### src/rtl/l2_request_responder.sv
`default_nettype none
// +----------------------------------------------------------------------------+
// | Module      : l2_request_responder (with l2_pkg)                           |
// | Description : Stand-in for the L2 cache at the far end of the core-to-L2   |
// |               request/response interface. Queues requests in order,        |
// |               tracks synchronized-store reservations and acknowledges each |
// |               request after a fixed pipeline latency. Holds no line data.  |
// | Revision    : 1.0 - initial release                                        |
// +----------------------------------------------------------------------------+

`ifndef STRANDS_PER_CORE
`define STRANDS_PER_CORE 4
`endif

package l2_pkg;
    localparam int STRAND_W = 2;
    localparam int CORE_W   = 4;
    localparam int ADDR_W   = 26;
    localparam int DATA_W   = 512;
    localparam int MASK_W   = 64;

    typedef enum logic [1:0] {
        UNIT_ICACHE = 2'd0,
        UNIT_DCACHE = 2'd1,
        UNIT_STBUF  = 2'd2
    } unit_t;

    typedef enum logic [2:0] {
        L2REQ_LOAD        = 3'd0,
        L2REQ_STORE       = 3'd1,
        L2REQ_FLUSH       = 3'd2,
        L2REQ_IINVALIDATE = 3'd3,
        L2REQ_DINVALIDATE = 3'd4,
        L2REQ_LOAD_SYNC   = 3'd5,
        L2REQ_STORE_SYNC  = 3'd6
    } l2req_op_t;

    typedef enum logic [2:0] {
        L2RSP_LOAD_ACK        = 3'd0,
        L2RSP_STORE_ACK       = 3'd1,
        L2RSP_FLUSH_ACK       = 3'd2,
        L2RSP_IINVALIDATE_ACK = 3'd3,
        L2RSP_DINVALIDATE_ACK = 3'd4
    } l2rsp_op_t;

    typedef struct packed {
        logic                valid;
        unit_t               unit;
        logic [STRAND_W-1:0] strand;
        l2req_op_t           op;
        logic [CORE_W-1:0]   core;
        logic [ADDR_W-1:0]   address;
        logic [DATA_W-1:0]   data;
        logic [MASK_W-1:0]   mask;
    } l2req_packet_t;

    typedef struct packed {
        logic                valid;
        logic                status;
        unit_t               unit;
        logic [STRAND_W-1:0] strand;
        l2rsp_op_t           op;
        logic [CORE_W-1:0]   core;
        logic                update;
        logic [1:0]          way;
        logic [ADDR_W-1:0]   address;
        logic [DATA_W-1:0]   data;
    } l2rsp_packet_t;
endpackage

module l2_request_responder
    import l2_pkg::*;
#(
    parameter int FIFO_DEPTH       = 4,
    parameter int RESPONSE_LATENCY = 2,
    parameter int NUM_STRANDS      = `STRANDS_PER_CORE
) (
    input  logic          clk,
    input  logic          reset,
    input  l2req_packet_t l2req_packet,
    output logic          l2req_ready,
    output l2rsp_packet_t l2rsp_packet
);

    localparam int c_ptr_w = $clog2(FIFO_DEPTH);
    localparam int c_cnt_w = c_ptr_w + 1;
    localparam logic [c_cnt_w-1:0] c_depth = c_cnt_w'(FIFO_DEPTH);

    if ((FIFO_DEPTH < 2) || ((FIFO_DEPTH & (FIFO_DEPTH - 1)) != 0)) begin : g_bad_depth
        $error("FIFO_DEPTH must be a power of two and at least 2");
    end
    if (RESPONSE_LATENCY < 1) begin : g_bad_latency
        $error("RESPONSE_LATENCY must be at least 1");
    end

    // Only the fields needed to build the acknowledgement are queued.
    typedef struct packed {
        l2req_op_t           op;
        unit_t               unit;
        logic [STRAND_W-1:0] strand;
        logic [CORE_W-1:0]   core;
        logic [ADDR_W-1:0]   address;
    } fifo_entry_t;

    fifo_entry_t             r_fifo [FIFO_DEPTH];
    logic [c_ptr_w-1:0]      r_wr_ptr;
    logic [c_ptr_w-1:0]      r_rd_ptr;
    logic [c_cnt_w-1:0]      r_count;
    logic                    w_push;
    logic                    w_pop;
    fifo_entry_t             w_push_entry;
    fifo_entry_t             w_head;

    logic                    r_res_valid [NUM_STRANDS];
    logic [ADDR_W-1:0]       r_res_addr  [NUM_STRANDS];
    logic [NUM_STRANDS-1:0]  w_addr_match;
    logic                    w_res_hit;

    l2rsp_packet_t           r_pipe [RESPONSE_LATENCY];
    l2rsp_packet_t           w_rsp;

    // Line data and byte mask are never stored; sink them here.
    logic                    w_unused;
    assign w_unused = ^{l2req_packet.data, l2req_packet.mask};

    // Ready depends only on the registered count: no pass-through when full.
    assign l2req_ready = (r_count < c_depth);
    assign w_push      = l2req_packet.valid && l2req_ready;
    assign w_pop       = (r_count != '0);
    assign w_head      = r_fifo[r_rd_ptr];

    assign w_push_entry = '{
        op:      l2req_packet.op,
        unit:    l2req_packet.unit,
        strand:  l2req_packet.strand,
        core:    l2req_packet.core,
        address: l2req_packet.address
    };

    // FIFO storage needs no reset: occupancy is tracked by the count.
    always_ff @(posedge clk) begin
        if (w_push) begin
            r_fifo[r_wr_ptr] <= w_push_entry;
        end
    end

    // FIFO pointers and occupancy; pointers wrap naturally at a power-of-two depth.
    always_ff @(posedge clk or posedge reset) begin
        if (reset) begin
            r_wr_ptr <= '0;
            r_rd_ptr <= '0;
            r_count  <= '0;
        end else begin
            if (w_push) begin
                r_wr_ptr <= r_wr_ptr + 1'b1;
            end
            if (w_pop) begin
                r_rd_ptr <= r_rd_ptr + 1'b1;
            end
            case ({w_push, w_pop})
                2'b10:   r_count <= r_count + 1'b1;
                2'b01:   r_count <= r_count - 1'b1;
                default: r_count <= r_count;
            endcase
        end
    end

    // Reservation lookups for the head entry: every matching strand, and the requester's own.
    always_comb begin
        w_addr_match = '0;
        for (int i = 0; i < NUM_STRANDS; i++) begin
            w_addr_match[i] = r_res_valid[i] && (r_res_addr[i] == w_head.address);
        end
        w_res_hit = r_res_valid[w_head.strand] && (r_res_addr[w_head.strand] == w_head.address);
    end

    // Build the acknowledgement for the entry being popped; all-zero when nothing pops.
    always_comb begin
        w_rsp = '0;
        if (w_pop) begin
            w_rsp.valid   = 1'b1;
            w_rsp.status  = 1'b1;
            w_rsp.unit    = w_head.unit;
            w_rsp.strand  = w_head.strand;
            w_rsp.core    = w_head.core;
            w_rsp.address = w_head.address;
            case (w_head.op)
                L2REQ_LOAD, L2REQ_LOAD_SYNC: w_rsp.op = L2RSP_LOAD_ACK;
                L2REQ_STORE:                 w_rsp.op = L2RSP_STORE_ACK;
                L2REQ_STORE_SYNC: begin
                    w_rsp.op     = L2RSP_STORE_ACK;
                    w_rsp.status = w_res_hit;
                end
                L2REQ_FLUSH:                 w_rsp.op = L2RSP_FLUSH_ACK;
                L2REQ_IINVALIDATE:           w_rsp.op = L2RSP_IINVALIDATE_ACK;
                L2REQ_DINVALIDATE:           w_rsp.op = L2RSP_DINVALIDATE_ACK;
                default:                     w_rsp.op = L2RSP_LOAD_ACK;
            endcase
        end
    end

    // Reservation table, updated in program order as each entry pops.
    always_ff @(posedge clk or posedge reset) begin
        if (reset) begin
            for (int i = 0; i < NUM_STRANDS; i++) begin
                r_res_valid[i] <= 1'b0;
                r_res_addr[i]  <= '0;
            end
        end else if (w_pop) begin
            case (w_head.op)
                L2REQ_LOAD_SYNC: begin
                    r_res_valid[w_head.strand] <= 1'b1;
                    r_res_addr[w_head.strand]  <= w_head.address;
                end
                L2REQ_STORE: begin
                    for (int i = 0; i < NUM_STRANDS; i++) begin
                        if (w_addr_match[i]) begin
                            r_res_valid[i] <= 1'b0;
                        end
                    end
                end
                L2REQ_STORE_SYNC: begin
                    // A failed synchronized store leaves every reservation intact.
                    if (w_res_hit) begin
                        for (int i = 0; i < NUM_STRANDS; i++) begin
                            if (w_addr_match[i]) begin
                                r_res_valid[i] <= 1'b0;
                            end
                        end
                    end
                end
                default: ;
            endcase
        end
    end

    // Fixed-latency response pipeline; invalid stages carry all-zero packets.
    always_ff @(posedge clk or posedge reset) begin
        if (reset) begin
            for (int i = 0; i < RESPONSE_LATENCY; i++) begin
                r_pipe[i] <= '0;
            end
        end else begin
            r_pipe[0] <= w_rsp;
            for (int i = 1; i < RESPONSE_LATENCY; i++) begin
                r_pipe[i] <= r_pipe[i-1];
            end
        end
    end

    assign l2rsp_packet = r_pipe[RESPONSE_LATENCY-1];

    a_no_overflow: assert property (@(posedge clk) disable iff (reset)
        !(w_push && !w_pop && (r_count == c_depth)) && (r_count <= c_depth));

    a_valid_known: assert property (@(posedge clk) disable iff (reset)
        !$isunknown(l2req_packet.valid));

endmodule
`default_nettype wire

### config.mk
export PLATFORM = sky130hd
export DESIGN_NAME = l2_request_responder
export DESIGN_NICKNAME = d
export VERILOG_FILES = /design/src/rtl/l2_request_responder.sv
export SDC_FILE = /design/constraint.sdc
export NUM_CORES = 1
export LEC_CHECK = 0
export ABC_AREA = 1
export BUFFER_PORTS_ARGS = -buffer_cell sky130_fd_sc_hd__clkbuf_2
export CAP_MARGIN = 20
export CORE_AREA = 3 3 450 452
export CTS_BUF_LIST = sky130_fd_sc_hd__clkbuf_8 sky130_fd_sc_hd__clkbuf_16
export CTS_CLUSTER_DIAMETER = 40
export DETAILED_ROUTE_END_ITERATION = 7
export DIE_AREA = 0 0 453 455
export HOLD_SLACK_MARGIN = 0.1
export PLACE_DENSITY = 0.3
export SETUP_SLACK_MARGIN = 0.02
export SYNTH_ARGS = -nofsm -noshare
export SYNTH_HDL_FRONTEND = slang
export SYNTH_SLANG_ARGS = --single-unit
### constraint.sdc
create_clock -name clk -period 15.83 [get_ports clk]
set_input_delay 4.749 -clock clk [delete_from_list [all_inputs] [get_ports clk]]
set_output_delay 4.749 -clock clk [all_outputs]
set_load 0.03 [all_outputs]
Word-level counts from Yosys, hierarchy flattened
Memory sizes are Yosys's and may differ from the RTL's.
Index checks and enable logic that the tools add are counted.
{"block": "classes", "bitwise_logic": 2, "eq_ne": 14, "n_lt_le_gt_ge": 3, "n_reduce_logical": 13, "n_mux": 24, "n_addsub": 4}
{"op": "$eq 26x26->1", "count": 5}
{"op": "$bwmux 104", "count": 1}
{"op": "$mux 26", "count": 4}
{"op": "$bmux 26 s2", "count": 1}
{"op": "$demux 26 s2", "count": 1}
{"op": "$mux 13", "count": 1}
{"op": "$pmux 3 s4", "count": 1}
{"op": "$pmux 4 s3", "count": 1}
{"op": "$mux 1", "count": 10}
{"op": "$eq 3x3->1 const B", "count": 3}
{"op": "$logic_and 1x1->1", "count": 7}
{"op": "$eq 3x2->1 const B", "count": 2}
{"op": "$pmux 3 s2", "count": 1}
{"op": "$reduce_bool 3->1", "count": 2}
{"op": "$add 2x1->2 const B", "count": 2}
{"op": "$mux 4", "count": 1}
{"op": "$or 4x4->4", "count": 1}
{"op": "$add 3x1->3 const B", "count": 1}
{"op": "$eq 3x1->1 const B", "count": 1}
{"op": "$ge 3x3->1 const B", "count": 1}
{"op": "$lt 3x1->1 const B", "count": 1}
{"op": "$lt 3x3->1 const B", "count": 1}
{"op": "$not 2->3", "count": 1}
{"op": "$reduce_and 3->1", "count": 1}
{"op": "9 further kinds", "count": 9}
{"block": "totals", "register_bits": 193, "wordCells": 86, "ramBits": 148, "input_bits": 616, "memories": 1}
{"memory": "r_fifo", "words": 4, "width": 37, "read_ports": 1, "rd_ports_with_merged_regs": 0, "write_ports": 1, "line": "105", "rtl": "fifo_entry_t r_fifo [FIFO_DEPTH];"}

Depth between registers and ports, before layout
Gate-level depths: netlist (run 1).
An unclocked memory read counts as a cell.
{"block": "depth", "ltp_word": 9, "depth_mapped": 22, "depth_no_buf": 20}

Worst setup path before layout (run 1)
Ideal clock, no wire load.
{"block": "synth_path", "path_kind": "input -> register", "startpoint": "input port l2req_packet[613] in the netlist's numbering", "endpoint": "memory r_fifo[0][0] in the netlist's numbering, enable pin", "n_path_buf": 0, "cell_stages": 2, "arrival_time_ns": 6.504, "slack_ns": 8.895, "t_required_ns": 15.399, "setup_ns": 0.431, "cell_sequence": "nand2_1 > nor2_1"}
{"block": "synth_between", "elab_chain_len": 3}
{"item": "start, declared", "line": "80", "rtl": "input l2req_packet_t l2req_packet,"}
{"item": "$logic_and 1x1->1", "line": "128", "rtl": "assign w_push = l2req_packet.valid && l2req_ready;"}
{"item": "$mux 1", "line": "142", "rtl": "if (w_push) begin"}
{"item": "$mux 1 (not written as such)", "line": "143", "rtl": "r_fifo[r_wr_ptr] <= w_push_entry;"}
{"item": "end, declared", "line": "105"}
Every way passes these cells.

Worst setup path after layout (run 1)
{"block": "layout_path", "startpoint": "register r_pipe, in the netlist l2rsp_packet[536]", "endpoint": "output port l2rsp_packet[536] in the netlist's numbering"}
{"item": "start, declared", "line": "119", "rtl": "l2rsp_packet_t r_pipe [RESPONSE_LATENCY];"}
{"item": "start signal, assigned by index", "line": "246", "rtl": "r_pipe[i] <= r_pipe[i-1];"}
{"item": "end, declared", "line": "82", "rtl": "output l2rsp_packet_t l2rsp_packet"}
No word-level cell between the ends.

==> results of run 1 <==
==> layout by cell type (no fill, tap or decap), types with 19 or more instances in the layout <==
cell type / n
nand2_1: 568
conb_1: 515
dfrtp_1: 192
edfxtp_1: 148
o21ai_0: 130
nor2_1: 126
nand3_1: 125
clkbuf_16: 80
clkbuf_2: 79
inv_1: 75
o21ai_1: 37
xor2_1: 27
buf_4: 20
a21oi_1: 19
==> power breakdown <==
| group | leakage, nW | switching [mW] | internal [mW] |
|---|---|---|---|
| clock network | 1.34 | 0.545 | 1.10 |
| logic | 4.89 | 1.56 | 0.521 |
| registers | 3.74 | 0.231 | 1.21 |
==> flip-flops by register name, indices dropped and copies added, names as in the netlist <==
register / flops
r_res_valid: 4
l2rsp_packet: 39
r_count: 3
r_pipe: 39
r_res_addr: 104
r_wr_ptr: 2
r_rd_ptr: 2
r_fifo: 148
==> how the worst max path moves through the flow <==
stage,slack (ns),startpoint,end,depth (start not counted)
2_1_floorplan,5.83,reset,l2rsp_packet[512],1
5_1_grt,9.54,l2rsp_packet[534],l2rsp_packet[534],1
6_report,9.64,l2rsp_packet[536],l2rsp_packet[536],1
3_3_place_gp,9.30,l2req_packet[613],r_count[2],8
3_5_place_dp,9.29,l2req_packet[613],r_count[2],8
4_1_cts,9.51,l2rsp_packet[517],l2rsp_packet[517],1
==> kinds of logic (layout without fill, tap and decap cells) <==
group / count (synthesis) / in the layout
AO/OA/AOI/OAI: 204 / 204
XOR/XNOR: 43 / 43
adder cells (fa/ha/maj): 6 / 6
buffers and inverters: 719 / 314
flip-flops: 341 / 341
other: 1 / 518
AND/OR/NAND/NOR: 873 / 873
==> through the flow <==
step	utilization, %	setup slack, ns	power (mW)	instance area (um^2)	hold WS (ns)
2_1_floorplan	-	5.83	3.02	21300	0.331
3_3_place_gp	10.3	9.30	3.63	20500	0.334
3_5_place_dp	10.3	9.29	3.61	20500	0.336
4_1_cts	11.7	9.51	5.31	23200	0.339
5_1_grt	11.7	9.54	5.59	23200	0.351
6_report	11.7	9.64	5.17	23300	0.340
==> area by class of cell <==
cell class                 count  share of cell area, %
multi-input combinational   1641                   30.5
antenna                        3                 0.0323
inverter                      68                   1.13
sequential                   341                   39.9
clock buffer                  84                   8.85
clock inverter                61                   2.82
timing repair buffer         101                   2.52
tap                         2656                   14.3
==> metal layers <==
metal / vias to the layer above / track usage, % / share of wire (%)
li1: 6077 / - / -
met1: 5902 / 7.28 / 46
met4: 4 / 1.53 / 2.0
met2: 530 / 8.54 / 45
met3: 80 / 1.57 / 7.4
met5: - / 0 / 0.058
==> run metrics, run 1 <==
core area 199,000 um^2; DRT Pass-1 Iters 5; worst path arrival time ~1.4 ns; chip width 453 um; critical path class register to primary output; Final Hold Fails 0; postcts setup bufs 0; post-synth cell types 35; Worst Path Buf+Inv 1; min Tclk post-route between 6 and 7 ns; critical path's top delay family flip-flops; total grt overflow 0; WHS Endpoint l2rsp_packet[542]; sequential area share after synthesis 48.0%; WHS Path Cells 0; CP startpoint kind register; Setup TNS Final 0 ns; measured slew at the worst slew-check pin 0.999 ns; CTS Root Cell clkbuf_16; Clock Pin Slew Worst Setup and Hold Paths 0.05 ns; top cell type's share of synthesized area 25.0%; Die Y 455 um; initial antenna violation count 12; multiplexer share of the synthesized area 0%; DIE AREA 206,000 um^2; worst min path class register to register; post-synthesis cell area between 15,000 and 20,000 um^2; WL per Instance 11.8 um; H-tree Lvls 3; RSZ-0062 raised after global routing no; Max Freq 161 MHz; number of buffers added on ports 79; worst-path maximum fanout 1; Tcrit/Tclk final 39.1%; P_leak 9.98 nW; global-route wire length before repair 83,800 um; Critical Path Max Stage Delay 0.55 ns; adder-cell share of the synthesized area 0.427%; clock sinks 341; layout net count roughly 2.9k; routed wire length slightly below 60,000 um; cell count after synthesis 2,187; flops & latches, synth around 340; largest net degree at the start of global routing 87; relative slew slack between 30% and 40%; remaining routing DRC violations 0; total CTS buffers 78; DR vias about 13k; post-DP HPWL 39,600 um; Seq. cell area 9280 um^2; largest family of logic cells by synthesized area buffers and inverters; Slowest cell on crit path dfrtp_1; Synth-to-Final Area Change 20.2%; multi-input logic area 7090 um^2; number of cells on the worst reg-to-reg path 21; Power Density 222 nW/um^2; clk_lat worst skew about 0.61 ns; Synth Area in Simple Gates between 10% and 20%; Total Routing Usage GR under 10%; status finished, final reports clean; min-delay src r_pipe[1096]; vias in the first global route 11.8k; r2r startpoint r_rd_ptr[0]; fin cells 4,955; clock buffer depth 3; share of synthesized flip-flops with an asynchronous set or reset 56.6%; CTS tree yes; most numerous cell in the Yosys netlist buf_4; crit end category primary output; final setup fails 0; dominant cell type by area after synthesis dfrtp_1; Reg2Reg Setup Slack about 11 ns; ranking of synthesized cells by area dfrtp_1 25%, edfxtp_1 23%, buf_4 22%, nand2_1 11%, o21ai_0 3.4%; number of DRC violations after detailed-routing iteration 0 just under 700; Maximum Capacitance Violations 0; Top FF cell, synth dfrtp_1; Synth Area in Compound Gates 5.50%; most common library cells after synthesis 578 x buf_4, 569 x nand2_1, 193 x dfrtp_1; vias per cell 2.54; Ports 1,171; VDD IR-drop max approximately 0.14 mV; Fillers ~23k; final antenna-violating net count 0; initial core utilization roughly a tenth; worst endpoint required time 11.08 ns; xor/xnor share of the synthesized area 1.95%; row count 164; GPL Wtd Cong 0.708; Placed Cells incl. Taps about 4.8k; Max Slew Vio Count 0; critical-path cell list clkbuf_2; syn avg cell area 8.84 um^2; clk_skew ~0.019 ns; Post-synth EDFFs 148; reg2reg end r_res_valid[0]; YS warnings 0; share of layout cells above drive strength 1 roughly 11%; hold buffer count at cts 0; PostCTS Resize Cnt 0
Note: power is estimated with default switching activity, not from simulation.
==> inputs of run 2 (changes only) <==
--- a/config.mk
+++ b/config.mk
@@ -8,11 +8,11 @@
 export ABC_AREA = 1
 export BUFFER_PORTS_ARGS = -buffer_cell sky130_fd_sc_hd__clkbuf_2
 export CAP_MARGIN = 20
-export CORE_AREA = 3 3 450 452
+export CORE_AREA = 3 3 457 459
 export CTS_BUF_LIST = sky130_fd_sc_hd__clkbuf_8 sky130_fd_sc_hd__clkbuf_16
 export CTS_CLUSTER_DIAMETER = 40
 export DETAILED_ROUTE_END_ITERATION = 7
-export DIE_AREA = 0 0 453 455
+export DIE_AREA = 0 0 460 462
 export HOLD_SLACK_MARGIN = 0.1
 export PLACE_DENSITY = 0.3
 export SETUP_SLACK_MARGIN = 0.02
==> constraint.sdc (replaced) <==
create_clock -name clk -period 6.5 [get_ports clk]
set_input_delay 1.95 -clock clk [delete_from_list [all_inputs] [get_ports clk]]
set_output_delay 1.95 -clock clk [all_outputs]
set_load 0.03 [all_outputs]
==> run metrics, run 2 (same netlist as run 1, synthesis figures left out) <==
chip width 460 um; DRT Pass-1 Iters 6; DIE AREA 213,000 um^2; layout net count around 2.9k; worst min path class register to register; global-route wire length before repair roughly 83,000 um; min Tclk post-route 4.33 ns; Max Freq 231 MHz; clock buffer depth 3; Most flops, register r_fifo; Total Routing Usage GR 5.23%; WHS Path Cells 0; clk_skew 0.0383 ns; sw frac 45.8%; commonest non-fill, non-tap cell in the layout nand2_1; RSZ-0062 raised after global routing no; Clock Pin Slew Worst Setup and Hold Paths approximately 0.05 ns; commonest cells after routing, fill and taps aside 568 x nand2_1, 515 x conb_1, 192 x dfrtp_1; Maximum Capacitance Violations 0; max reg flops about 150; CP startpoint kind register; measured slew at the worst slew-check pin about 0.93 ns; PostCTS Resize Cnt 0; crit end category register; hold buffer count at cts 0; GPL Wtd Cong 0.725; number of buffers added on ports 79; Power Density 538 nW/um^2; initial antenna violation count 9; vias per cell 2.55; largest registers r_fifo x148, r_res_addr x104; number of cells on the worst reg-to-reg path 15; postcts setup bufs 0; worst endpoint required time 6.99 ns; clock sinks approximately 340; vias in the first global route 11.7k; Psw 5.71 mW; Critical Path Max Stage Delay 0.78 ns; routed wire length 58,800 um; WHS Endpoint l2rsp_packet[534]; relative slew slack 37.8%; initial core utilization 9.44%; min-delay src r_pipe[1088]; critical-path cell list inv_2 > buf_4 > nand2_1 > nand3_1 > nand2_1 > xor2_1 > nand2_1 > nor3_1 > nand3_1 > nor2_1 > nor2_1 > nor2_1 > nand3_1 > nand2_1 > nand2_1; cell mode on critical path nand2_1; final setup fails 0; Max Slew Vio Count 0; WL per Instance 11.8 um; core area 205,000 um^2; Final Hold Fails 0; worst-path maximum fanout 44; Min Hold Slack 0.328 ns; Tcrit/Tclk final 66.7%; ANT cells 0; Slowest cell on crit path inv_2; P_leak around 10 nW; final antenna-violating net count 0; total CTS buffers 74; r2r startpoint r_rd_ptr[0]; number of DRC violations after detailed-routing iteration 0 between 700 and 800; CTS Root Cell clkbuf_16; Clock Power Share a little over 30%; largest net degree at the start of global routing 117; power share of the combinational group 41.4%; H-tree Lvls 3; DR vias roughly 13k; status finished, final reports clean; Synth-to-Final Area Change 19.8%; remaining routing DRC violations 0; CTS tree yes; row count 166; post-layout util 11.3%; critical path class register to register; Int Pwr 6.76 mW; register share of total power between 20 and 30%; reg2reg end r_res_valid[0]; total grt overflow 0; Setup TNS Final 0 ns; worst path arrival time 4.82 ns; Reg2Reg Setup Slack between 2 and 2.5 ns; share of layout cells above drive strength 1 between 10% and 20%; clk_lat worst skew 0.60 ns; Ports 1,171; Die Y 462 um; post-DP HPWL 40,600 um; Fillers 23.5k; VDD IR-drop max roughly 0.24 mV
## run 2: changes by cell type in the layout (fill, tap and decap cells not counted), moves of 2 or more
cell / previous run / this run
buf_4: 20 / 24
clkinv_8: 0 / 3
inv_16: 2 / 0
bufinv_16: 10 / 8
inv_1: 75 / 70
clkinv_2: 12 / 17
diode_2: 3 / 0
clkbuf_8: 4 / 8
inv_6: 4 / 2
clkbuf_16: 80 / 75
clkinvlp_4: 12 / 9
## run 2: worst max path at each step
stage | from | end | slack (ns) | cells past startpoint
6_report | r_rd_ptr[0] | r_res_valid[0] | 2.17 | 15
5_1_grt | r_rd_ptr[0] | r_res_valid[2] | 1.76 | 20
4_1_cts | r_rd_ptr[0] | r_res_valid[0] | 1.93 | 15
3_5_place_dp | r_rd_ptr[0] | r_res_valid[0] | 1.95 | 15
3_3_place_gp | r_rd_ptr[0] | r_res_valid[0] | 1.94 | 15
2_1_floorplan | reset | l2rsp_packet[512] | 2.06 | 1
## run 2: through the flow
step	cells	cell area (um^2)	setup slack (ns)	total power, mW
final	4981	23200	2.17	12.5
after global routing	4981	23200	1.76	13.4
after CTS	4981	23200	1.93	12.8
after detailed placement	4843	20600	1.95	8.85
after global placement	4843	20600	1.94	8.90
after floorplan	2701	21300	2.06	7.36
## run 2: metal layers
metal	GRT usage (%)	share of wire, %
met1	6.69	44
met2	8.53	46
met3	1.49	7.6
met4	1.53	2.3
met5	0	0.18
## run 2: critical path, delay by kind of cell, from the launching register on
| kind | cells | cell delay, ns |
|---|---|---|
| buf+inv | 2 | 1.28 |
| xor+xnor | 1 | 0.47 |
| simple gates | 12 | 1.80 |
| flops | 1 | 0.63 |
## run 2: area by class of cell
type,count,area (um^2),area share (%)
Sequential cell,341,9280,40.0
Inverter,68,259,1.12
Clock buffer,83,1990,8.57
Timing Repair Buffer,105,616,2.66
Clock inverter,55,588,2.54
Multi-Input combinational cell,1641,7090,30.6
Tap cell,2688,3360,14.5
## run 2: power groups by stage
stage | clock network, mW | registers (mW) | logic [mW]
2_1_floorplan | 0 | 3.25 | 4.11
6_report | 3.83 | 3.48 | 5.16
3_3_place_gp | 0 | 3.54 | 5.36
3_5_place_dp | 0 | 3.54 | 5.31
4_1_cts | 3.94 | 3.51 | 5.33
5_1_grt | 4.05 | 3.58 | 5.81
